===== src/rtl/wb_sram_slave_fsm.sv =====
// Wishbone classic slave that turns one decoded bus transaction into a single-cycle
// request to the core-SRAM steering mux, then acks on rvalid or on a bounded timeout.
module wb_sram_slave_fsm #(
  parameter logic [31:0] BASE_ADDR = 32'h3000_0000,
  parameter logic [31:0] ADDR_MASK = 32'hFFFF_E000,
  parameter int          TIMEOUT   = 16,
  parameter logic [31:0] ERR_DATA  = 32'hDEAD_BEEF
) (
  input  logic        clk_i,
  input  logic        rst_ni,
  input  logic        wbs_stb_i,
  input  logic        wbs_cyc_i,
  input  logic        wbs_we_i,
  input  logic [3:0]  wbs_sel_i,
  input  logic [31:0] wbs_adr_i,
  input  logic [31:0] wbs_dat_i,
  output logic        wbs_ack_o,
  output logic [31:0] wbs_dat_o,
  output logic        sram_stb_o,
  output logic        sram_cyc_o,
  output logic        sram_we_o,
  output logic [3:0]  sram_be_o,
  output logic [10:0] sram_addr_o,
  output logic [31:0] sram_wdata_o,
  input  logic [31:0] sram_rdata_i,
  input  logic        sram_rvalid_i,
  output logic        busy_o,
  output logic        timeout_o,
  input  logic        timeout_clr_i
);

  // Handshake: a transaction is accepted when stb & cyc are high in IDLE with an
  // in-window address; the SRAM side sees stb/cyc for exactly one cycle (REQ) and
  // answers with one sram_rvalid_i pulse, for reads and writes alike.

  localparam logic [1:0] S_IDLE = 2'd0;
  localparam logic [1:0] S_REQ  = 2'd1;
  localparam logic [1:0] S_WAIT = 2'd2;
  localparam logic [1:0] S_ACK  = 2'd3;

  localparam int          CW       = $clog2(TIMEOUT + 1);
  localparam logic [CW-1:0] CNT_LAST = CW'(TIMEOUT - 1);

  logic [1:0]    state_q, state_d;
  logic [CW-1:0] cnt_q, cnt_d, cnt_inc;
  logic          abort_q, abort_d;
  logic          timeout_q, timeout_d;
  logic          timeout_set;
  logic [31:0]   dat_q, dat_d;
  logic          we_q, we_d;
  logic [3:0]    be_q, be_d;
  logic [10:0]   addr_q, addr_d;
  logic [31:0]   wdata_q, wdata_d;
  logic          hit;

  assign hit     = wbs_stb_i & wbs_cyc_i & ((wbs_adr_i & ADDR_MASK) == BASE_ADDR);
  assign cnt_inc = cnt_q + CW'(1);

  always_comb begin
    state_d     = state_q;
    cnt_d       = cnt_q;
    abort_d     = abort_q;
    dat_d       = dat_q;
    we_d        = we_q;
    be_d        = be_q;
    addr_d      = addr_q;
    wdata_d     = wdata_q;
    timeout_set = 1'b0;

    case (state_q)
      S_IDLE: begin
        if (hit) begin
          addr_d  = wbs_adr_i[12:2];
          be_d    = wbs_sel_i;
          wdata_d = wbs_dat_i;
          we_d    = wbs_we_i;
          state_d = S_REQ;
        end
      end

      S_REQ: begin
        cnt_d = '0;
        if (!wbs_cyc_i) abort_d = 1'b1;
        if (sram_rvalid_i) begin
          if (!we_q) dat_d = sram_rdata_i;
          state_d = S_ACK;
        end else begin
          state_d = S_WAIT;
        end
      end

      S_WAIT: begin
        // The SRAM access cannot be cancelled, so an abort only suppresses the ack.
        if (!wbs_cyc_i) abort_d = 1'b1;
        if (sram_rvalid_i) begin
          if (!we_q) dat_d = sram_rdata_i;
          state_d = S_ACK;
        end else if (cnt_inc == CNT_LAST) begin
          if (!we_q) dat_d = ERR_DATA;
          timeout_set = 1'b1;
          state_d     = S_ACK;
        end else begin
          cnt_d = cnt_inc;
        end
      end

      S_ACK: begin
        abort_d = 1'b0;
        state_d = S_IDLE;
      end

      default: begin
        state_d = S_IDLE;
      end
    endcase
  end

  always_comb begin
    timeout_d = timeout_q;
    if (timeout_set) begin
      timeout_d = 1'b1;
    end else if (timeout_clr_i) begin
      timeout_d = 1'b0;
    end
  end

  always_ff @(posedge clk_i or negedge rst_ni) begin
    if (!rst_ni) begin
      state_q   <= S_IDLE;
      cnt_q     <= '0;
      abort_q   <= 1'b0;
      timeout_q <= 1'b0;
      dat_q     <= '0;
      we_q      <= 1'b0;
      be_q      <= '0;
      addr_q    <= '0;
      wdata_q   <= '0;
    end else begin
      state_q   <= state_d;
      cnt_q     <= cnt_d;
      abort_q   <= abort_d;
      timeout_q <= timeout_d;
      dat_q     <= dat_d;
      we_q      <= we_d;
      be_q      <= be_d;
      addr_q    <= addr_d;
      wdata_q   <= wdata_d;
    end
  end

  assign wbs_ack_o    = (state_q == S_ACK) && !abort_q;
  assign wbs_dat_o    = dat_q;
  assign sram_stb_o   = (state_q == S_REQ);
  assign sram_cyc_o   = (state_q == S_REQ);
  assign sram_we_o    = we_q;
  assign sram_be_o    = be_q;
  assign sram_addr_o  = addr_q;
  assign sram_wdata_o = wdata_q;
  assign busy_o       = (state_q != S_IDLE);
  assign timeout_o    = timeout_q;

endmodule

===== config.mk =====
export PLATFORM = sky130hd
export DESIGN_NAME = wb_sram_slave_fsm
export DESIGN_NICKNAME = d
export VERILOG_FILES = /design/src/rtl/wb_sram_slave_fsm.sv
export SDC_FILE = /design/constraint.sdc
export NUM_CORES = 1
export LEC_CHECK = 0
export ABC_AREA = 1
export ABC_CLOCK_PERIOD_IN_PS = 1550
export BUFFER_PORTS_ARGS = -buffer_cell sky130_fd_sc_hd__buf_4
export CORE_AREA = 2 2 104 106
export CTS_CLUSTER_DIAMETER = 200
export CTS_CLUSTER_SIZE = 16
export DETAILED_ROUTE_END_ITERATION = 10
export DIE_AREA = 0 0 106 108
export GPL_ROUTABILITY_DRIVEN = 0
export MAX_ROUTING_LAYER = met4
export PLACE_DENSITY_LB_ADDON = 0.05
export SETUP_SLACK_MARGIN = 0.3
export SKIP_CTS_REPAIR_TIMING = 1
export SLEW_MARGIN = 20
export SYNTH_ARGS = -nofsm -noshare
export SYNTH_HDL_FRONTEND = slang
export SYNTH_SLANG_ARGS = --single-unit

===== constraint.sdc =====
create_clock -name clk_i -period 1.55 [get_ports clk_i]
set_clock_uncertainty 0.1 [all_clocks]
set_input_delay 0.2325 -clock clk_i [delete_from_list [all_inputs] [get_ports clk_i]]
set_output_delay 0.2325 -clock clk_i [all_outputs]
set_load 0.01 [all_outputs]

==> impl_metrics.yaml, run 1 <==
sta:
  fmax_ghz: 0.582
  slew_violations: 0
  worstMarginPinSlew_ps: 301
  rsz0062_at_grt: "true"
  holdWs_ps: 2.87
  period_needed_ps: 1720
  tns_ps: -4790
  maxSlewHeadroom_pct: 79.9
  setup_ws_ps: -169
  hold_viol: 0
  period_share_pct: 111
  setup_violations: 43
floorplanning:
  rows: 37
  chipWidth_um: 106
  io_pins: 192
  core-area_sq_um: 10200
  start_util_pct: 42.6
  die-area_sq_um: 11400
  die_y_um: 108
global_route:
  antenna_found_initial: 0
  grt.overflow.total: 0
  grt_pass1_wl_um: 19700
  grt_max_degree: 55
  grt_pass1_vias: 4258
  grtUsageTotal_pct: 22.1
synthesis:
  yosysSeqAreaShare_pct: 51.1
  ys.flop_type: "dfrtp_1"
  synth_top_area_share_pct: 51.1
  synth_common_cells: "nand2_1 (207), dfrtp_1 (89), inv_1 (70)"
  synth_edf_count: 0
  yosysMostFrequentCell: "nand2_1"
  yosysTopAreaCell: "dfrtp_1"
  synth-seq-cells: 89
  yosys-top-cells-area: "dfrtp_1 (51%), nand2_1 (18%), nand3_1 (7.9%)"
  syn_inst: 569
  synth_nets: 683
  synthesis.area_sq_um: 4360
  synth_area_per_cell_sq_um: 7.65
  ys_types: 21
  ys_warn_count: 0
  postSynth.asyncResetShare_pct: 100
finish:
  fillers: 805
  final_area_sq_um: 7430
  nNetsFinal: 943
  post-route-util_pct: 72.6
  n_antenna_cell: 0
  area_growth_pct: 70.6
  drive_gt1_share_pct: 40.2
clock_tree:
  clk_path_buf_depth: 2
  clkSlewWorstSetupHoldPaths_ps: 90
  root_buffer: "clkbuf_8"
  cts_tree: "built"
  cts.sinks: 89
  insertion_delay_ps: 350
  htreeDepth: 3
  cts_buffers: 9
placed_design:
  dpl_cell_area_sq_um: 6170
  portBuffers: 189
  dpl.hpwl_um: 8690
setup_path:
  crit_fanout: 8
  endpoint_kind: "flip-flop"
  cpPeakStageDelay_ps: 450
  critical_path.cell_chain: "ha_4 -> nand2_2 -> nand3_2 -> nor2_4 -> nand2_4 -> nand2_8 -> buf_8 -> nand2_4 -> nand2_2 -> nand2_2"
  worstSetupPathType: "reg2reg"
  cp_data_required_time_ps: 1710
  slowest_stage: "dfrtp_2"
  cp.arrival_ps: 1880
  setup.worst_path.start_class: "flip-flop"
  crit_top_cell: "nand2_2"
routing:
  viasPerCell: 4.78
  wl_um: 13700
  remaining_drc_errors: 0
  wl_per_cell_um: 14.1
  num_vias: 4639
  ant_nets: 0
  drt-pass1-iter-count: 4
  drt_iter0_markers: 262
job:
  drv_cap: 0
worst_hold_path:
  hp-class: "in2reg"
power_and_ir_drop:
  p_leak_nw: 4.03
  vdd_drop_max_uv: 738
  total_power_w: 0.0108
  powerDensity_nw_per_um2: 1450
status:
  outcome: "finished, violations left"
  violations: "negative setup slack"
flip-flops by register name (all words and copies together) (netlist names):
register,flops
sram_addr_o,11
cnt_q,5
timeout_o,1
sram_be_o,4
wbs_dat_o,32
sram_we_o,1
sram_wdata_o,32
state_q,2
abort_q,1
power breakdown:
| group | internal (W) | total, W | switching (W) | leakage, nW |
|---|---|---|---|---|
| clock network | 0.00124 | 0.00208 | 0.000844 | 0.124 |
| logic | 0.00285 | 0.00548 | 0.00263 | 2.73 |
| registers | 0.00283 | 0.00325 | 0.000421 | 1.18 |
per-layer routing:
metal  GRT usage [%]  wire, um  up-vias
li1                -         -     2299
met1            26.9      5540     2152
met2            35.9      6880      175
met3            6.39      1140       13
met4            6.67       164        0
met5               -         0        -
logic make-up after synthesis:
group                    synth area share, %
AND/OR/NAND/NOR                         29.8
adder cells (fa/ha/maj)                 2.01
buffers and inverters                   10.1
AO/OA/AOI/OAI                           6.98
flip-flops                              51.1
area by class of cell:
cell class                 count  area [sq um]  area share [%]
clock inverter                 5           128            1.72
clock buffer                  11           131            1.77
multi-input combinational    378          1910            25.7
tap                          136           170            2.29
inverter                      74           280            3.77
sequential                    89          2230            30.0
timing repair buffer         277          2590            34.8
metrics by stage:
step,worst slack [ps],cells
global route,-251,970
floorplan,-31.3,569
CTS,-242,911
finish,-169,970
global placement,-128,895
detailed placement,-205,895
worst max-delay path, delay by kind of cell, from the launching register on:
family                   cells  cell delay (ps)
AND/OR/NAND/NOR              8              740
flip-flops                   1              450
buffers and inverters        1              150
adder cells (fa/ha/maj)      1              190
placed cells by master (no fill, tap or decap), drive strengths merged:
master       Yosys  routed
a21oi            8       8
buf             16     269
bufinv           0       4
clkbuf          14      15
clkinvlp         0       1
dfrtp           89      89
dlygate4sd3      0       4
ha               7       7
inv             74      74
nand2          210     212
nand3           69      69
nand3b           1       1
nand4           11      11
nor2            18      18
o21a             1       1
o21ai           50      50
o22ai            1       1
path summary, 6_finish.rpt:
check,startpoint,slack [ps],endpoint,cells past startpoint
worst min-delay path,wbs_adr_i[8],3,sram_addr_o[6]$_DFFE_PN0P_,3
worst max-delay path,cnt_q[0]$_DFFE_PN0P_,-170,state_q[1]$_DFFE_PN0P_,10
min in group asynchronous,rst_ni,280,state_q[0]$_DFFE_PN0P_,3
max in group asynchronous,rst_ni,760,cnt_q[0]$_DFFE_PN0P_,3
worst min register to register,sram_wdata_o[27]$_DFFE_PN0P_,410,sram_wdata_o[27]$_DFFE_PN0P_,2
worst max register to register,cnt_q[0]$_DFFE_PN0P_,-170,state_q[1]$_DFFE_PN0P_,10
Note: power is estimated with default switching activity, not from simulation.
==> inputs of run 2 (changes only) <==
--- a/config.mk
+++ b/config.mk
@@ -6,16 +6,16 @@
 export NUM_CORES = 1
 export LEC_CHECK = 0
 export ABC_AREA = 1
-export ABC_CLOCK_PERIOD_IN_PS = 1550
+export ABC_CLOCK_PERIOD_IN_PS = 1900
 export BUFFER_PORTS_ARGS = -buffer_cell sky130_fd_sc_hd__buf_4
-export CORE_AREA = 2 2 104 106
+export CORE_AREA = 2 2 99 101
 export CTS_CLUSTER_DIAMETER = 200
 export CTS_CLUSTER_SIZE = 16
 export DETAILED_ROUTE_END_ITERATION = 10
-export DIE_AREA = 0 0 106 108
+export DIE_AREA = 0 0 101 103
 export GPL_ROUTABILITY_DRIVEN = 0
 export MAX_ROUTING_LAYER = met4
-export PLACE_DENSITY_LB_ADDON = 0.05
+export PLACE_DENSITY = 0.81
 export SETUP_SLACK_MARGIN = 0.3
 export SKIP_CTS_REPAIR_TIMING = 1
 export SLEW_MARGIN = 20
==> constraint.sdc (replaced) <==
create_clock -name clk_i -period 1.9 [get_ports clk_i]
set_clock_uncertainty 0.1 [all_clocks]
set_input_delay 0.285 -clock clk_i [delete_from_list [all_inputs] [get_ports clk_i]]
set_output_delay 0.285 -clock clk_i [all_outputs]
set_load 0.01 [all_outputs]
==> run 2 against run 1 <==
The run now ends clean. Core utilization is 2.3 points lower. Total power decreased by 31%. Clock power is 35% lower. Via count down 0.34%. Sequential power decreased by 17%. Flip-flop and latch count did not move. Sequential share of layout area up 3.5 points. Combinational power down 38%. Global-route usage increased by 0.29 points. Worst hold slack gained 26 ps. First-iteration DRC count decreased by 35%.
==> impl_metrics.yaml, run 2 (same netlist as run 1, synthesis figures left out) <==
status:
  outcome: "complete, no violations"
routing:
  viasPerCell: 5.19
  remaining_drc_errors: 0
  drt-pass1-iter-count: 5
  wl_um: 13900
  ant_nets: 0
  wl_per_cell_um: 15.6
  drt_iter0_markers: 171
  num_vias: 4623
sta:
  rsz0062_at_grt: "true"
  setup_violations: 0
  period_needed_ps: 1720
  fmax_ghz: 0.582
  slew_violations: 0
  worstMarginPinSlew_ps: 539
  hold_viol: 0
  tns_ps: 0
  period_share_pct: 90.4
  maxSlewHeadroom_pct: 64.0
clock_tree:
  insertion_delay_ps: 350
  cts.sinks: 89
  root_buffer: "clkbuf_8"
  clk_path_buf_depth: 2
  cts_buffers: 9
  htreeDepth: 3
  clkSlewWorstSetupHoldPaths_ps: 90
  cts_tree: "built"
setup_path:
  rr_endpoint: "wbs_dat_o[2]$_DFFE_PN0P_"
  setup.worst_path.start_class: "flip-flop"
  worstSetupPathType: "reg2reg"
  reg2regPathDepth: 9
  rrSetupSlack_ps: 180
  cp_data_required_time_ps: 2100
  cp.arrival_ps: 1920
  endpoint_kind: "flip-flop"
  crit_fanout: 8
  r2r_start: "cnt_q[1]$_DFFE_PN0P_"
finish:
  area_growth_pct: 52.9
  final_area_sq_um: 6660
  n_antenna_cell: 0
  nNetsFinal: 886
  drive_gt1_share_pct: 36.7
  layout_commonest_cell: "nand2_1"
  final_cell_mix: "nand2_1 (201), buf_4 (198), dfrtp_1 (85), inv_1 (66), nand3_1 (59)"
placed_design:
  portBuffers: 189
  dpl_cell_area_sq_um: 5880
  dpl.hpwl_um: 8120
worst_hold_path:
  whs_path_depth: 2
  hold_end: "timeout_o$_DFFE_PN0P_"
  hp-class: "in2reg"
  hold_start: "timeout_clr_i"
global_route:
  grt_max_degree: 97
  grt_pass1_wl_um: 18100
  grtUsageTotal_pct: 22.4
  grt.overflow.total: 0
  antenna_found_initial: 0
  grt_pass1_vias: 3968
floorplanning:
  start_util_pct: 46.0
  io_pins: 192
  die_y_um: 103
  die-area_sq_um: 10400
  chipWidth_um: 101
  rows: 36
  core-area_sq_um: 9460
power_and_ir_drop:
  p_leak_nw: 3.68
  powerDensity_nw_per_um2: 1120
  vdd_drop_max_uv: 563
job:
  drv_cap: 0
-- run 2: cell count changes in the layout (fill, tap and decap cells not counted), moves of 7 or more --
cell,previous run,this run
o21ai_2,2,9
buf_4,174,198
nand2_1,194,201
o21ai_1,48,40
buf_6,84,6
nand2_2,12,5
-- run 2: area by class of cell --
class	instances	area (sq um)
clock buffers	10	138
clock inverters	6	67.6
fillers	729	2800
inverters	74	280
multi-input cells	379	1920
flip-flops and latches	89	2230
well taps	114	143
repair buffers	219	1880
-- run 2: how the worst max path moves through the flow --
| stage | end | depth (start not counted) | from |
|---|---|---|---|
| after floorplan | wbs_dat_o[3]$_DFFE_PN0P_ | 11 | cnt_q[0]$_DFFE_PN0P_ |
| after global placement | wbs_dat_o[19]$_DFFE_PN0P_ | 10 | cnt_q[0]$_DFFE_PN0P_ |
| after detailed placement | wbs_dat_o[19]$_DFFE_PN0P_ | 10 | cnt_q[0]$_DFFE_PN0P_ |
| after CTS | wbs_dat_o[14]$_DFFE_PN0P_ | 10 | cnt_q[0]$_DFFE_PN0P_ |
| after global routing | wbs_dat_o[2]$_DFFE_PN0P_ | 10 | cnt_q[0]$_DFFE_PN0P_ |
| final | wbs_dat_o[2]$_DFFE_PN0P_ | 9 | cnt_q[1]$_DFFE_PN0P_ |
-- run 2: worst max-delay path, stage by stage, from the launching register on --
cell and delay (ps):
dfrtp_2 460, buf_4 140, nand4_1 80, nand2_1 120
nor2_4 160, nand2_4 100, nand2_8 160, clkbuf_16 180
nand3_1 80, nand2_1 70
-- run 2: per-stage QoR --
step	instances	utilization [%]	total power (W)	hold slack, ps	worst slack (ps)
2_1_floorplan	569	-	0.00429	-111	301
6_report	891	70.4	0.00746	29.0	183
3_3_place_gp	851	62.2	0.00533	264	137
5_1_grt	891	70.4	0.00794	23.3	93.7
4_1_cts	867	64.4	0.00683	-128	10.2
3_5_place_dp	851	62.2	0.00547	265	62.0
-- run 2: layer usage --
| layer | vias to the layer above | share of wire [%] | global-route usage [%] |
|---|---|---|---|
| met5 | - | 0 | - |
| met4 | 0 | 1.6 | 6.76 |
| met3 | 20 | 9.1 | 6.58 |
| met2 | 256 | 51 | 35.8 |
| met1 | 2153 | 39 | 27.6 |
| li1 | 2194 | - | - |
-- run 2: report_power, final --
part	switching, W	internal [W]	total [W]
Combinational	0.00185	0.00157	0.00342
Sequential	0.000379	0.00231	0.00269
Clock	0.000700	0.000646	0.00135
